## src/rtl/uart_pkt_sched.sv

```systemverilog
// uart_pkt_sched -- packetises 16-bit samples from two channels into 5-byte
// UART packets: HEADER, channel id, data[15:8], data[7:0], XOR checksum.
// Channels are granted round-robin. Each byte is handed to the transmitter
// with a one-cycle tx_start pulse. The byte is resent if tx_busy never rises.
//
// Ports
//   clk        system clock, rising edge
//   reset      asynchronous active-low reset (release synchronised internally)
//   s0_valid/s0_data/s0_ready   channel 0 (filtered sample) handshake
//   s1_valid/s1_data/s1_ready   channel 1 (raw sample) handshake
//   tx_start   one-cycle start pulse to the UART transmitter
//   tx_data    byte for the transmitter, held between pulses
//   tx_busy    busy flag from the transmitter
//   busy       packet in progress
//   pkt_count  completed packets, wraps at 2^16
//
// state   | meaning
// IDLE    | waiting for a sample handshake
// SEND    | tx_start high for one cycle with the current byte
// WAIT_HI | waiting for tx_busy to rise, resend after 4 cycles without it
// WAIT_LO | waiting for tx_busy to fall, then next byte or packet done
module uart_pkt_sched #(
  parameter logic [7:0] HEADER = 8'hA5
) (
  input  logic        clk,
  input  logic        reset,
  input  logic        s0_valid,
  input  logic [15:0] s0_data,
  output logic        s0_ready,
  input  logic        s1_valid,
  input  logic [15:0] s1_data,
  output logic        s1_ready,
  output logic        tx_start,
  output logic [7:0]  tx_data,
  input  logic        tx_busy,
  output logic        busy,
  output logic [15:0] pkt_count
);

  localparam int         NUM_BYTES = 5;
  localparam logic [2:0] LAST_IDX  = 3'(NUM_BYTES - 1);
  // Loaded on the pulse cycle; the resend happens on the 5th cycle after it.
  localparam logic [1:0] TMO_LOAD  = 2'd3;

  typedef enum logic [1:0] {IDLE, SEND, WAIT_HI, WAIT_LO} state_t;

  state_t      state;
  logic [1:0]  rst_sync;
  logic        run;
  logic        last_grant;
  logic        grant;
  logic        hs;
  logic [15:0] sel_data;
  logic [7:0]  sel_id;
  logic [2:0]  idx;
  logic [1:0]  tmo;
  logic        cap_ch;
  logic [7:0]  cap_hi;
  logic [7:0]  cap_lo;
  logic [7:0]  cap_chk;

  // Reset assertion is asynchronous; release reaches the FSM two edges later.
  always_ff @(posedge clk or negedge reset) begin
    if (!reset) rst_sync <= 2'b00;
    else        rst_sync <= {rst_sync[0], 1'b1};
  end
  assign run = rst_sync[1];

  always_comb begin
    grant = 1'b0;
    if (s0_valid && s1_valid) grant = ~last_grant;
    else if (s1_valid)        grant = 1'b1;
  end

  assign s0_ready = run && (state == IDLE) && s0_valid && !grant;
  assign s1_ready = run && (state == IDLE) && s1_valid && grant;
  assign hs       = s0_ready || s1_ready;
  assign sel_data = grant ? s1_data : s0_data;
  assign sel_id   = {7'd0, grant};
  assign busy     = (state != IDLE);

  function automatic logic [7:0] pkt_byte(input logic [2:0] i);
    case (i)
      3'd0:    pkt_byte = HEADER;
      3'd1:    pkt_byte = {7'd0, cap_ch};
      3'd2:    pkt_byte = cap_hi;
      3'd3:    pkt_byte = cap_lo;
      default: pkt_byte = cap_chk;
    endcase
  endfunction

  always_ff @(posedge clk or negedge reset) begin
    if (!reset) begin
      state      <= IDLE;
      idx        <= 3'd0;
      last_grant <= 1'b1;
      tmo        <= 2'd0;
      tx_start   <= 1'b0;
      tx_data    <= 8'h00;
      pkt_count  <= 16'd0;
      cap_ch     <= 1'b0;
      cap_hi     <= 8'h00;
      cap_lo     <= 8'h00;
      cap_chk    <= 8'h00;
    end else begin
      tx_start <= 1'b0;
      case (state)
        IDLE: begin
          if (hs) begin
            cap_ch     <= grant;
            cap_hi     <= sel_data[15:8];
            cap_lo     <= sel_data[7:0];
            cap_chk    <= HEADER ^ sel_id ^ sel_data[15:8] ^ sel_data[7:0];
            last_grant <= grant;
            idx        <= 3'd0;
            // tx_start is raised on entry so the pulse coincides with SEND.
            tx_data    <= HEADER;
            tx_start   <= 1'b1;
            state      <= SEND;
          end
        end
        SEND: begin
          tmo   <= TMO_LOAD;
          state <= WAIT_HI;
        end
        WAIT_HI: begin
          if (tx_busy) begin
            state <= WAIT_LO;
          end else if (tmo == 2'd0) begin
            tx_start <= 1'b1;
            state    <= SEND;
          end else begin
            tmo <= tmo - 2'd1;
          end
        end
        WAIT_LO: begin
          if (!tx_busy) begin
            if (idx == LAST_IDX) begin
              pkt_count <= pkt_count + 16'd1;
              state     <= IDLE;
            end else begin
              idx      <= idx + 3'd1;
              tx_data  <= pkt_byte(idx + 3'd1);
              tx_start <= 1'b1;
              state    <= SEND;
            end
          end
        end
        default: state <= IDLE;
      endcase
    end
  end

endmodule

```

## config.mk

```make
export PLATFORM = sky130hd
export DESIGN_NAME = uart_pkt_sched
export DESIGN_NICKNAME = d
export VERILOG_FILES = /design/src/rtl/uart_pkt_sched.sv
export SDC_FILE = /design/constraint.sdc
export NUM_CORES = 1
export LEC_CHECK = 0
export ABC_AREA = 0
export CAP_MARGIN = 10
export CORE_MARGIN = 3
export CORE_UTILIZATION = 40
export DETAILED_ROUTE_END_ITERATION = 6
export PLACE_DENSITY = 0.61
export SYNTH_ARGS = -nofsm -noshare
export SYNTH_HDL_FRONTEND = slang
export SYNTH_SLANG_ARGS = --single-unit
```

## constraint.sdc

```tcl
create_clock -name clk -period 4.95 [get_ports clk]
set_clock_uncertainty 0.1 [all_clocks]
set_input_delay 0.495 -clock clk [delete_from_list [all_inputs] [get_ports clk]]
set_output_delay 0.495 -clock clk [all_outputs]
set_load 0.02 [all_outputs]
```

# [Word level (Yosys, flattened, before mapping)]
# Index checks and enable logic that the tools add are counted.
[word_totals] inputBits=37 ff_bits=60
[op_classes] n_addsub=3 eq_ne=13 bitwise=5 muxes=27 reduce_logical=19
[ops] operator="$pmux 8 s4" n=1
[ops] operator="$mux 8" n=3
[ops] operator="$add 16x1->16 const B" n=1
[ops] operator="$mux 16" n=1
[ops] operator="$pmux 8 s2" n=1
[ops] operator="$xor 8x8->8" n=2
[ops] operator="$mux 2" n=6
[ops] operator="$ne 2x2->1 const B" n=5
[ops] operator="$mux 3" n=3
[ops] operator="$reduce_and 3->1" n=3
[ops] operator="$mux 1" n=8
[ops] operator="$pmux 2 s4" n=1
[ops] operator="$eq 3x2->1 const B" n=2
[ops] operator="$logic_and 1x1->1" n=6
[ops] operator="$pmux 3 s2" n=1
[ops] operator="$reduce_bool 2->1" n=3
[ops] operator="$eq 2x2->1 const B" n=2
[ops] operator="$logic_not 2->1" n=2
[ops] operator="$not 1->4" n=1
[ops] operator="$pmux 2 s2" n=1
[ops] operator="$reduce_and 4->1" n=1
[ops] operator="$add 3x1->3 const B" n=1
[ops] operator="$eq 3x1->1 const B" n=1
[ops] operator="$eq 3x3->1 const B" n=1
[ops] operator="other kinds (9)" n=10

# [Logic depth before layout (Yosys ltp)]
[depth] word_depth=7 mapped_depth=7 mapped_depth_nobuf=6

# [Worst setup path after synthesis]
# Ideal clock, no wire load.
[synth_timing] kind="reg2reg" startpoint="register idx[0]" endpoint="register tx_data[1]" path_buffers=1 path_stages_with_launch=7 arrival_ns=1.654 setup_time_ns=0.126 period_less_slack_ns=1.880 setup_slack_ns=3.070 required_time_ns=4.724 path_cell_list="dfrtp_1 > ha_1 > ha_1 > clkbuf_1 > nor2_1 > and2b_1 > a221o_1"
[synth_via] elab_chain_cells=6 word_cells_on_any_way=12 classes_between="add/sub (1); eq/ne (5); mux (4); reduce/logical (2)"
[synth_rtl] element="start, declared" line_no="55" text="logic [2:0] idx;"
[synth_rtl] element="start signal, assigned" line_no="142" text="idx <= idx + 3'd1;"
[synth_rtl] element="$add 3x1->3" line_no="143" text="tx_data <= pkt_byte(idx + 3'd1);"
[synth_rtl] element="$eq 3x2->1, or another cell as far along" line_no="83" text="case (i)"
[synth_rtl] element="$pmux 8 s4" line_no="83"
[synth_rtl] element="$mux 8" line_no="138" text="if (idx == LAST_IDX) begin"
[synth_rtl] element="$mux 8" line_no="137" text="if (!tx_busy) begin"
[synth_rtl] element="$pmux 8 s2" line_no="107" text="case (state)"
[synth_rtl] element="end signal, assigned" line_no="143"
[synth_rtl] element="end, declared" line_no="34" text="output logic [7:0] tx_data,"
# Parallel ways exist; a longest one is shown, timed or not. The select of a mux whose other input is x is not followed.
# A chain may end at the register's enable or synchronous reset.

# [Final worst setup path]
[layout_timing] startpoint="input port s1_valid" endpoint="output port s1_ready"
[layout_via] elab_chain_cells=3 word_cells_on_any_way=5 classes_between="mux (2); reduce/logical (3)"
[layout_rtl] element="start, declared" line_no="30" text="input logic s1_valid,"
[layout_rtl] element="$mux 1 or $logic_and 1x1->1 (tied branches)" line_no="72, 71"
[layout_rtl] element="$mux 1" line_no="71" text="if (s0_valid && s1_valid) grant = ~last_grant;"
[layout_rtl] element="$logic_and 1x1->1 (*)" line_no="76" text="assign s1_ready = run && (state == IDLE) && s1_valid && grant;"
[layout_rtl] element="end, declared" line_no="32" text="output logic s1_ready,"
# Mark *: on every way between the ends. The rest lies on a longest branch, timed or not.

==> key figures <==
Outcome
  – Status: finished clean

Floorplanning
  – I/O pin total: 65
  – Die height: ~93 µm
  – Starting Density: 41.3%
  – Die Wd: 92.8 µm
  – Core ar.: 7290 µm²
  – Cell Rows: 31
  – Die Area: 8610 µm²

Layout
  – Ant diodes: 0
  – Synth-to-Final Area Change: 31.6%
  – Final #Nets: approximately 410
  – Most common cell after layout, fill and taps aside: clkdlybuf4s50_1
  – Share of cells above drive strength 1: 7.03%
  – Final core occ: 54.3%
  – Final instance count without filler cells: 469
  – Most frequent cells in the layout: clkdlybuf4s50_1 (63), dfrtp_1 (59), nand2_1 (41)

Timing
  – Tmin final: 2.99 ns
  – Pins Over Slew Limit: 0
  – Hold Vio Cnt, Final: 0
  – Slew at the pin closest to its max-slew limit: 0.741 ns
  – Final WS setup: 1.96 ns
  – Fin crit share: 60.4%
  – RSZ-0062 raised after global routing: false
  – Fmax: 0.334 GHz
  – # setup viols final: 0
  – Sum Neg Setup Slack: 0 ns
  – Slew headroom: 50.6%

Route
  – Final WL: 6.17 mm
  – DR pass1 iterations: 4
  – Final ANT Viol Nets: 0
  – DRT iter0 DRCs: 60
  – Post-route DRC: 0
  – Vias post-DR: approximately 2300
  – Vias/cell: 4.97
  – WL per Instance: 13.1 µm

Synth
  – Synth cell types: 39
  – Syn Inst Count: 300
  – Largest cells by area after synthesis: dfrtp_1 (49%), xnor2_1 (6.4%), mux2i_1 (5.7%)
  – Synthesized cell area: 3010 µm²
  – Synthesized area per cell: between 10 and 15 µm²
  – #FFs+latches synth: 60
  – Mapped Nets: ~340
  – Seq/Total Area, Yosys: around half
  – Leading area contributor after synthesis: dfrtp_1
  – Synth top area share: 49.0%
  – Yosys warns: 0

Global route
  – Initial antenna violation count: 0
  – Global route total overflow: 0
  – First-pass GRT wire length: 10.5 mm
  – Vias in the first global route: roughly 2300
  – Total track usage: 15.4%
  – Largest net degree at the start of global routing: a little over 60

Power and ir drop
  – Peak VDD IR: about 0.18 mV
  – PD cells: approximately 470 nW/µm²
  – P_leak: around 1.7 nW

Placed design
  – Number of port buffers: between 60 and 70
  – Placed cell count: 453
  – DP HPWL: around 4.5 mm
  – Routability congestion estimate: 0.718
  – Dpl ws: a little under 2 ns

Worst setup path
  – Critical path class: in -> out
  – Worst setup SP type: input port
  – Max incr delay on CP: ~0.63 ns
  – Most common cell on crit path: clkdlybuf4s50_1
  – Critical Path Sink Type: output port
  – Critical Path Fanout Max: 34
  – Critical-path cell list: clkdlybuf4s50_1 -> a21boi_4 -> buf_4 -> and2_1 -> clkdlybuf4s50_1
  – Flop2flop setup slack: between 2 and 3 ns
  – CP required: 4.36 ns
  – Slowest stage cell on the critical path: clkdlybuf4s50_1
  – Critical path arrival: about 2.4 ns

Clock tree
  – Max Buffers Root-to-Sink: 2
  – Worst-skew pair later-pin latency: ~0.33 ns
  – H-tree depth: 3
  – CTS Buf Count: 9
  – Hold-fix buffer count after cts: 0
  – Resized cells post-CTS: 0
  – TritonCTS clock tree: built
  – CTS Root Cell: clkbuf_8
  – Clock sink count: 60
  – Setup repair bufs after CTS: 0
  – Worst-path clk slew: 0.08 ns

Hold path
  – Hold Crit Class: in -> async

Flow run
  – Max Cap Viol: 0
-- kinds of logic after synthesis --
family / count (synthesis) / synth area share [%]
multiplexers: 20 / 6.77
AO/OA/AOI/OAI: 69 / 14.8
AND/OR/NAND/NOR: 92 / 13.8
XOR/XNOR: 31 / 9.02
flip-flops: 60 / 49.9
adder cells (fa/ha/maj): 7 / 2.91
buffers and inverters: 20 / 2.70
other: 1 / 0.125
-- worst paths after layout --
| check | from | endpoint | depth (start not counted) |
|---|---|---|---|
| max | s1_valid | s1_ready | 5 |
| min | reset | pkt_count[5] | 2 |
| min in group clk | rst_sync[0] | rst_sync[1] | 0 |
| max reg2reg | state[1] | tx_data[0] | 5 |
| max in group asynchronous | reset | cap_hi[4] | 2 |
| min reg2reg | rst_sync[0] | rst_sync[1] | 0 |
-- power by group --
group | leakage, nW | total, mW | switching [mW] | internal (mW)
combinational | 0.855 | 0.612 | 0.324 | 0.289
sequential | 0.761 | 0.770 | 0.123 | 0.648
clock | 0.113 | 0.480 | 0.185 | 0.295
total | 1.73 | 1.86 | 0.632 | 1.23
-- sequential cells by signal, summed over array words and instances, names as in the netlist, 3 cells and up --
name       count
cap_chk        8
cap_hi         8
cap_lo         8
idx            3
pkt_count     16
tx_data        8
-- final cells by class --
cell class | instances | area, µm²
Fill cell | 712 | 3330
Sequential cell | 60 | 1500
Multi-Input combinational cell | 220 | 1440
Timing Repair Buffer | 67 | 658
Clock buffer | 11 | 141
Tap cell | 99 | 124
Clock inverter | 5 | 75.1
Inverter | 7 | 26.3
-- metrics by stage --
step,hold slack [ns],power [mW],instance area (µm²)
2_1_floorplan,0.0994,1.16,3010
3_3_place_gp,0.233,1.38,3750
3_5_place_dp,0.237,1.40,3750
4_1_cts,0.237,1.88,3960
5_1_grt,0.257,2.00,3960
6_report,0.213,1.86,3960
-- cell usage after synthesis --
| master | number |
|---|---|
| a21boi_2 | 1 |
| a21o_1 | 2 |
| a21oi_1 | 6 |
| a221o_1 | 4 |
| a22o_1 | 2 |
| a22oi_1 | 7 |
| a2bb2oi_1 | 1 |
| a31oi_1 | 1 |
| a32o_1 | 1 |
| a32oi_1 | 1 |
| and2_1 | 2 |
| and2b_1 | 1 |
| and3_1 | 4 |
| buf_2 | 5 |
| clkbuf_1 | 8 |
| conb_1 | 1 |
| dfrtp_1 | 59 |
| dfstp_2 | 1 |
| ha_1 | 7 |
| inv_1 | 7 |
| mux2_2 | 3 |
| mux2i_1 | 17 |
| nand2_1 | 41 |
| nand3_1 | 8 |
| nand3b_1 | 3 |
| nand4_1 | 5 |
| nor2_1 | 21 |
| nor3_1 | 5 |
| nor3b_2 | 1 |
| o2111ai_1 | 1 |
| o211ai_1 | 2 |
| o21a_1 | 3 |
| o21ai_0 | 33 |
| o21ai_2 | 1 |
| o22a_1 | 2 |
| o31ai_1 | 1 |
| or3_1 | 1 |
| xnor2_1 | 22 |
| xor2_1 | 9 |
-- worst max-delay path: cells and delay by family --
| family | cells | cell delay [ns] |
|---|---|---|
| AO/OA/AOI/OAI | 1 | 0.17 |
| AND/OR/NAND/NOR | 1 | 0.24 |
| buffers and inverters | 3 | 1.50 |
-- layer usage --
layer / track usage [%] / vias up / wire (µm)
met5: 0 / - / 0
met4: 6.96 / 0 / 85
met3: 3.57 / 7 / 287
met2: 23.5 / 52 / 2860
met1: 20.7 / 1092 / 2940
li1: - / 1179 / -
Power figures use the tool's default switching activity.
